<file path="config.mk">
export PLATFORM = sky130hd
export DESIGN_NAME = uart_rx_oversampled
export DESIGN_NICKNAME = d
export VERILOG_FILES = /design/src/rtl/uart_rx_oversampled.sv
export SDC_FILE = /design/constraint.sdc
export NUM_CORES = 1
export LEC_CHECK = 0
export CORE_UTILIZATION = 58
export CTS_BUF_LIST = sky130_fd_sc_hd__clkbuf_4
export DETAILED_ROUTE_END_ITERATION = 6
export PLACE_DENSITY = 0.81
export SLEW_MARGIN = 20
export SYNTH_ARGS = -nofsm -noshare
export SYNTH_HDL_FRONTEND = slang
export SYNTH_SLANG_ARGS = --single-unit
</file>
<file path="constraint.sdc">
create_clock -name clk -period 2.3 [get_ports clk]
set_clock_uncertainty 0.1 [all_clocks]
set_input_delay 0.69 -clock clk [delete_from_list [all_inputs] [get_ports clk]]
set_output_delay 0.69 -clock clk [all_outputs]
set_load 0.05 [all_outputs]
</file>
<file path="src/rtl/uart_rx_oversampled.sv">
`default_nettype none
// ============================================================================
// Module      : uart_rx_oversampled
// Description : UART receiver driven by a 16x oversample tick. It has a one-word
//               valid/ready holding register and flags framing, parity and
//               overrun errors.
// Revision    : 1.0 - initial release
// ============================================================================
module uart_rx_oversampled #(
    parameter int DATA_BITS  = 8,
    parameter int OVERSAMPLE = 16,
    parameter int PARITY_EN  = 0,
    parameter int PARITY_ODD = 0
) (
    input  logic                 clk,
    input  logic                 reset,
    input  logic                 baud_tick,
    input  logic                 rx,
    output logic [DATA_BITS-1:0] rx_data,
    output logic                 rx_valid,
    input  logic                 rx_ready,
    output logic                 parity_err,
    output logic                 frame_err,
    output logic                 overrun_err
);

    localparam int c_TW = $clog2(OVERSAMPLE);
    localparam int c_BW = $clog2(DATA_BITS + 1);
    localparam logic [c_TW-1:0] c_TICK_ONE  = c_TW'(1);
    localparam logic [c_TW-1:0] c_HALF_LAST = c_TW'(OVERSAMPLE / 2 - 1);
    localparam logic [c_TW-1:0] c_FULL_LAST = c_TW'(OVERSAMPLE - 1);
    localparam logic [c_BW-1:0] c_BIT_ONE   = c_BW'(1);
    localparam logic [c_BW-1:0] c_LAST_BIT  = c_BW'(DATA_BITS - 1);
    localparam logic            c_ODD       = (PARITY_ODD != 0);

    typedef enum logic [2:0] {
        S_IDLE   = 3'd0,
        S_START  = 3'd1,
        S_DATA   = 3'd2,
        S_PARITY = 3'd3,
        S_STOP   = 3'd4,
        S_BREAK  = 3'd5
    } state_t;

    state_t                r_state;
    state_t                w_state_nx;
    logic                  r_rx_meta;
    logic                  r_rx_s;
    logic [c_TW-1:0]       r_tick_cnt;
    logic [c_TW-1:0]       w_tick_nx;
    logic [c_BW-1:0]       r_bit_cnt;
    logic [c_BW-1:0]       w_bit_nx;
    logic [DATA_BITS-1:0]  r_shreg;
    logic                  r_perr;
    logic                  r_load_pend;
    logic                  w_shift;
    logic                  w_par_smp;
    logic                  w_load;
    logic                  w_ferr;

    always_comb begin
        w_state_nx = r_state;
        w_tick_nx  = r_tick_cnt;
        w_bit_nx   = r_bit_cnt;
        w_shift    = 1'b0;
        w_par_smp  = 1'b0;
        w_load     = 1'b0;
        w_ferr     = 1'b0;
        case (r_state)
            S_IDLE: begin
                if (baud_tick && !r_rx_s) begin
                    w_state_nx = S_START;
                    w_tick_nx  = '0;
                end
            end
            S_START: begin
                if (baud_tick) begin
                    if (r_tick_cnt == c_HALF_LAST) begin
                        // A start bit that is high again at mid-bit was a glitch.
                        w_state_nx = r_rx_s ? S_IDLE : S_DATA;
                        w_tick_nx  = '0;
                        w_bit_nx   = '0;
                    end else begin
                        w_tick_nx = r_tick_cnt + c_TICK_ONE;
                    end
                end
            end
            S_DATA: begin
                if (baud_tick) begin
                    if (r_tick_cnt == c_FULL_LAST) begin
                        w_shift   = 1'b1;
                        w_tick_nx = '0;
                        if (r_bit_cnt == c_LAST_BIT) begin
                            w_state_nx = (PARITY_EN != 0) ? S_PARITY : S_STOP;
                        end else begin
                            w_bit_nx = r_bit_cnt + c_BIT_ONE;
                        end
                    end else begin
                        w_tick_nx = r_tick_cnt + c_TICK_ONE;
                    end
                end
            end
            S_PARITY: begin
                if (baud_tick) begin
                    if (r_tick_cnt == c_FULL_LAST) begin
                        w_par_smp  = 1'b1;
                        w_tick_nx  = '0;
                        w_state_nx = S_STOP;
                    end else begin
                        w_tick_nx = r_tick_cnt + c_TICK_ONE;
                    end
                end
            end
            S_STOP: begin
                if (baud_tick) begin
                    if (r_tick_cnt == c_FULL_LAST) begin
                        w_tick_nx  = '0;
                        w_load     = r_rx_s;
                        w_ferr     = !r_rx_s;
                        w_state_nx = r_rx_s ? S_IDLE : S_BREAK;
                    end else begin
                        w_tick_nx = r_tick_cnt + c_TICK_ONE;
                    end
                end
            end
            S_BREAK: begin
                // Hold off until the line returns high so a break yields one error only.
                if (r_rx_s) begin
                    w_state_nx = S_IDLE;
                end
            end
            default: begin
                w_state_nx = S_IDLE;
            end
        endcase
    end

    always_ff @(posedge clk) begin
        if (reset) begin
            r_state     <= S_IDLE;
            r_rx_meta   <= 1'b1;
            r_rx_s      <= 1'b1;
            r_tick_cnt  <= '0;
            r_bit_cnt   <= '0;
            r_shreg     <= '0;
            r_perr      <= 1'b0;
            r_load_pend <= 1'b0;
            rx_data     <= '0;
            rx_valid    <= 1'b0;
            parity_err  <= 1'b0;
            frame_err   <= 1'b0;
            overrun_err <= 1'b0;
        end else begin
            r_state     <= w_state_nx;
            r_rx_meta   <= rx;
            r_rx_s      <= r_rx_meta;
            r_tick_cnt  <= w_tick_nx;
            r_bit_cnt   <= w_bit_nx;
            r_load_pend <= w_load;
            frame_err   <= w_ferr;
            parity_err  <= 1'b0;
            overrun_err <= 1'b0;
            if (w_shift) begin
                r_shreg <= {r_rx_s, r_shreg[DATA_BITS-1:1]};
            end
            if (w_par_smp) begin
                r_perr <= (^r_shreg) ^ r_rx_s ^ c_ODD;
            end
            // A load may coincide with the host draining the previous word.
            if (r_load_pend) begin
                if (!rx_valid || rx_ready) begin
                    rx_data    <= r_shreg;
                    rx_valid   <= 1'b1;
                    parity_err <= r_perr;
                end else begin
                    overrun_err <= 1'b1;
                end
            end else if (rx_valid && rx_ready) begin
                rx_valid <= 1'b0;
            end
        end
    end

endmodule
`default_nettype wire

</file>
==> results.json, run 1 <==
{
  "grt_pass1_vias": 1381,
  "max_stage_delay_ps": 800,
  "postPlaceCellArea_mm2": 0.00194,
  "seq_area_frac_synth": 0.407,
  "antenna_found_initial": 0,
  "synthesis.area_mm2": 0.00172,
  "ir_worst_vdd_mv": 0.471,
  "avgSynthCellArea_um2": 9.16,
  "fill_cells": 233,
  "final_max_slew_viol_count": 0,
  "min_path_type": "flip-flop to flip-flop",
  "core_mm2": 0.00278,
  "wl_per_cell_um": 14.1,
  "grt_pass1_wl_um": 5960,
  "die_area_mm2": 0.00319,
  "hpwlAfterDp_um": 2550,
  "grt_overflow": 0,
  "ys.flop_type": "dfxtp_1",
  "drive_above_1_share": 0.148,
  "clkSinkCount": 35,
  "p_leak_nw": 0.819,
  "syn2layout_area_growth_pct": 16.4,
  "io_pins": 17,
  "numCtsBuffers": 5,
  "place_ws_ps": -35.1,
  "final_cell_mix": "dfxtp_1, nand2_1, a21oi_1, nor2_1, nand3_1",
  "crit_buf_inv": 1,
  "cp-start-kind": "flip-flop",
  "multiInputGateArea_um2": 946,
  "crit_family": "buffers and inverters",
  "worst-slew-pin-transition_ps": 536,
  "crit_fanout": 2,
  "cts_htree_levels": 2,
  "status": "completed",
  "max_slew_margin": 0.634,
  "path_clk_slew_ps": 100,
  "async_flop_share": 0,
  "crit_type": "flip-flop to output port",
  "final_hold_viol_count": 0,
  "drc": 0,
  "ctsLongestPathBuffers": 2,
  "die_h_um": 56.5,
  "nets": 216,
  "cp-end-kind": "output port",
  "first_iter_violations": 58,
  "root_buffer": "clkbuf_4",
  "synth_cells": 188,
  "start_util": 0.619,
  "drt-pass1-iter-count": 4,
  "cap_viol_max_count": 0,
  "p_per_area_mw_per_mm2": 502,
  "post-route-period-util": 0.983,
  "crit_required_ps": 1510,
  "drt_wl_total_um": 3410,
  "setup_viol": 0,
  "cp_slowest_cell": "clkdlybuf4s50_1",
  "postLayoutCellArea_mm2": 0.00201,
  "gr-usage-all-layers": 0.240,
  "port_buffers": 16,
  "grt_setup_unrepaired": "no",
  "synth_nets": 195,
  "gp_congestion": 0.815,
  "vias": 1432,
  "ant_nets": 0,
  "ys_warn_count": 0,
  "final_common_cell": "dfxtp_1",
  "area.sequential_um2": 701,
  "clk_latency_ps": 340,
  "cts_tree": "yes",
  "ys_types": 51,
  "via_per_inst": 5.94,
  "setup_ws_ps": 38.2,
  "row_count": 19,
  "fin_crit_ps": 2260,
  "arrival_ps": 1470,
  "antenna_cells": 0,
  "die_w_um": 56.5,
  "max_freq_ghz": 0.442,
  "synth_edf_count": 0,
  "grt_max_degree": 17,
  "cts_hold_buf": 0,
  "cp_cell_sequence": "clkdlybuf4s50_1",
  "ys_seq_elements": 35
}
[cells by family (layout without fill, tap and decap cells)]
kind of cell | Yosys count | in the layout | synth area share
and+or+nand+nor | 83 | 83 | 0.287
AOI/OAI and AO/OA | 37 | 37 | 0.145
DFF | 35 | 35 | 0.407
buffers and inverters | 16 | 38 | 0.0443
muxes | 10 | 10 | 0.0610
xor gates and xnor gates | 5 | 5 | 0.0414
adders and majority gates | 2 | 2 | 0.0145
[final timing paths]
path / cells after the start / slack [ps] / from / to
worst max-delay path: 1 / 40 / rx_data[0] / rx_data[0]
worst min-delay path: 1 / 330 / r_rx_meta / r_rx_s
worst max register to register: 5 / 340 / r_tick_cnt[0] / r_state[2]
worst min register to register: 1 / 330 / r_rx_meta / r_rx_s
[cell usage after synthesis (2+ instances only)]
library cell | number | area share
a31oi_1 | 4 | 0.015
xnor3_1 | 2 | 0.026
o21ai_0 | 2 | 0.0058
nand3_1 | 12 | 0.035
clkbuf_1 | 7 | 0.015
nand4_1 | 2 | 0.0073
dfxtp_1 | 35 | 0.41
o21a_1 | 2 | 0.0087
or2_2 | 2 | 0.0073
inv_1 | 2 | 0.0044
nor2_2 | 2 | 0.0073
mux2i_1 | 9 | 0.052
and4b_1 | 2 | 0.012
o21ai_1 | 2 | 0.0058
nand2_1 | 18 | 0.039
buf_2 | 4 | 0.012
nand2b_1 | 5 | 0.018
a21oi_1 | 18 | 0.052
nor3_1 | 6 | 0.017
ha_1 | 2 | 0.015
nor2b_1 | 3 | 0.011
a2111oi_0 | 2 | 0.010
nand4b_1 | 2 | 0.010
nor2_1 | 13 | 0.028
or4_1 | 3 | 0.013
xnor2_1 | 2 | 0.010
[per-layer routing]
metal	GRT usage	vias to the layer above	part of all wire	wire length [µm]
met4	0.111	0	0.013	44
met3	0.0461	5	0.037	125
li1	-	719	-	-
met5	0	-	0	0
met2	0.439	31	0.53	1820
met1	0.263	677	0.42	1420
[registers in the layout (all words and copies together) (netlist names)]
| register | flops |
|---|---|
| frame_err | 1 |
| overrun_err | 1 |
| parity_err | 1 |
| r_bit_cnt | 4 |
| r_load_pend | 1 |
| r_perr | 1 |
| r_rx_meta | 1 |
| r_rx_s | 1 |
| r_shreg | 8 |
| r_state | 3 |
| r_tick_cnt | 4 |
| rx_data | 8 |
| rx_valid | 1 |
[power by group]
part           internal [mW]  switching, mW  total (mW)
registers              0.608        0.00333       0.611
logic                 0.0261         0.0251      0.0512
clock network          0.143          0.202       0.344
total                  0.777          0.230        1.01
[per-stage QoR]
stage	util	setup TNS, ps	std cells	power [mW]	hold WS, ps
finish	0.721	0	241	1.01	333
global route	0.721	0	241	1.04	356
CTS	0.717	0	241	1.01	334
detailed placement	0.697	-54.3	233	0.676	301
global placement	0.697	-19.1	233	0.675	300
floorplan	-	0	188	0.655	289
[timing repair]
action	in CTS	in global routing
buffers inserted	0	0
hold endpoints to repair	0	0
endpoints found under the setup margin	1	4
resized for setup	1	4
gates cloned	0	0
[cell type report]
class,count,share of cell area
clock buffer,7,0.0262
multi-input combinational,137,0.472
sequential,35,0.349
inverter,3,0.00561
tap,31,0.0193
timing repair buffer,27,0.125
clock inverter,1,0.00250
Note: power is estimated with default switching activity, not from simulation.
==> run 2, diff against run 1 <==
--- a/config.mk
+++ b/config.mk
@@ -9,7 +9,7 @@
 export CTS_BUF_LIST = sky130_fd_sc_hd__clkbuf_4
 export DETAILED_ROUTE_END_ITERATION = 6
 export PLACE_DENSITY = 0.81
-export SLEW_MARGIN = 20
+export REMOVE_ABC_BUFFERS = 1
 export SYNTH_ARGS = -nofsm -noshare
 export SYNTH_HDL_FRONTEND = slang
 export SYNTH_SLANG_ARGS = --single-unit
==> results.json, run 2 (same netlist as run 1, synthesis figures left out) <==
{
  "wl_per_cell_um": 14.2,
  "grt_pass1_wl_um": 5920,
  "area.sequential_um2": 701,
  "crit_required_ps": 1510,
  "grt_setup_unrepaired": "no",
  "dpl.cell_count": 231,
  "crit_buf_inv": 1,
  "drt_wl_total_um": 3400,
  "core_mm2": 0.00278,
  "max_slew_margin": 0.641,
  "ir_worst_vdd_mv": 0.472,
  "cts_hold_buf": 0,
  "combinationalPowerShare": 0.051,
  "clk_latency_ps": 340,
  "io_pins": 17,
  "root_buffer": "clkbuf_4",
  "multiInputGateArea_um2": 946,
  "min_path_type": "flip-flop to flip-flop",
  "nets": 214,
  "vias": 1446,
  "clkSinkCount": 35,
  "cp_cell_sequence": "clkdlybuf4s50_1",
  "postLayoutCellArea_mm2": 0.00200,
  "fill_cells": 214,
  "via_per_inst": 6.05,
  "gp_congestion": 0.836,
  "hpwlAfterDp_um": 2450,
  "crit_family": "buffers and inverters",
  "gr-usage-all-layers": 0.239,
  "cap_viol_max_count": 0,
  "drt-pass1-iter-count": 5,
  "setup_viol": 0,
  "row_count": 19,
  "antenna_cells": 0,
  "p_leak_nw": 0.893,
  "path_clk_slew_ps": 100,
  "max_stage_delay_ps": 790,
  "drc": 0,
  "final_max_slew_viol_count": 0,
  "crit_type": "flip-flop to output port",
  "grt_pass1_vias": 1320,
  "fin_crit_ps": 2230,
  "arrival_ps": 1440,
  "ant_nets": 0,
  "worst-slew-pin-transition_ps": 538,
  "cp-start-kind": "flip-flop",
  "post_cts_buffers": 0,
  "die_w_um": 56.5,
  "p_switching_mw": 0.233,
  "p_seq_frac": 0.626,
  "port_buffers": 16,
  "final_util": 0.718,
  "antenna_found_initial": 0,
  "tns_ps": 0,
  "syn2layout_area_growth_pct": 16.0,
  "final_cell_mix": "dfxtp_1, nand2_1, a21oi_1, nor2_1, nand3_1",
  "start_util": 0.619,
  "cp_slowest_cell": "clkdlybuf4s50_1",
  "final_hold_viol_count": 0,
  "final_common_cell": "dfxtp_1",
  "numCtsBuffers": 5,
  "postPlaceCellArea_mm2": 0.00192,
  "status": "completed",
  "cts_htree_levels": 2,
  "grt_overflow": 0,
  "cts_tree": "yes",
  "first_iter_violations": 65,
  "power_frac_clock": 0.323,
  "power.internal_mw": 0.744,
  "ctsLongestPathBuffers": 2,
  "grt_max_degree": 24,
  "p_per_area_mw_per_mm2": 489,
  "p_sw_frac": 0.239,
  "die_h_um": 56.5,
  "final_cell_count_no_fill": 239,
  "die_area_mm2": 0.00319,
  "drive_above_1_share": 0.130,
  "hold_ws_ps": 331,
  "crit_fanout": 1,
  "cp-end-kind": "output port",
  "post-route-period-util": 0.971,
  "max_freq_ghz": 0.448,
  "top_regs": "r_shreg: 8 flops, rx_data: 8 flops"
}
-- run 2: changes by cell type in the layout (fill, tap and decap cells not counted) --
cell             delta
clkinv_1            +2
clkinv_2            -1
buf_4               -2
dlymetal6s2s_1      +5
clkinvlp_4          +1
clkdlybuf4s50_1     -5
clkbuf_4            -2
-- run 2: path summary, 6_finish.rpt --
path | startpoint | end | slack [ps] | cells after the start
worst max-delay path | parity_err | parity_err | 70 | 1
worst min-delay path | r_rx_meta | r_rx_s | 330 | 1
worst max register to register | r_bit_cnt[0] | r_state[0] | 330 | 5
worst min register to register | r_rx_meta | r_rx_s | 330 | 1
-- run 2: power groups by stage --
| stage | Sequential, mW | Combinational, mW | Clock (mW) |
|---|---|---|---|
| after floorplan | 0.625 | 0.0215 | 0 |
| after global placement | 0.625 | 0.0475 | 0 |
| after detailed placement | 0.625 | 0.0493 | 0 |
| after CTS | 0.612 | 0.0494 | 0.324 |
| after global routing | 0.613 | 0.0538 | 0.348 |
| final | 0.612 | 0.0496 | 0.316 |
-- run 2: cell type report --
type,instances,area share
multi-input combinational,137,0.473
sequential,35,0.351
timing repair buffer,25,0.125
tap,31,0.0194
clock buffer,5,0.0188
clock inverter,3,0.00751
inverter,3,0.00564
-- run 2: per-layer routing --
layer  track usage  wire [µm]  part of all wire
met5             0          0                 0
met4         0.143         70             0.021
met3        0.0668        164             0.048
met2         0.390       1720              0.51
met1         0.277       1450              0.43
-- run 2: what timing repair did --
item	CTS	global route
pin swaps	0	0
setup endpoints to repair	1	9
resized for setup	1	9
-- run 2: through the flow --
| step | setup WS (ps) | total power, mW |
|---|---|---|
| CTS | 4.69 | 0.985 |
| global placement | -3.93 | 0.673 |
| global route | 10.9 | 1.01 |
| floorplan | 342 | 0.646 |
| finish | 66.7 | 0.977 |
| detailed placement | -62.9 | 0.675 |
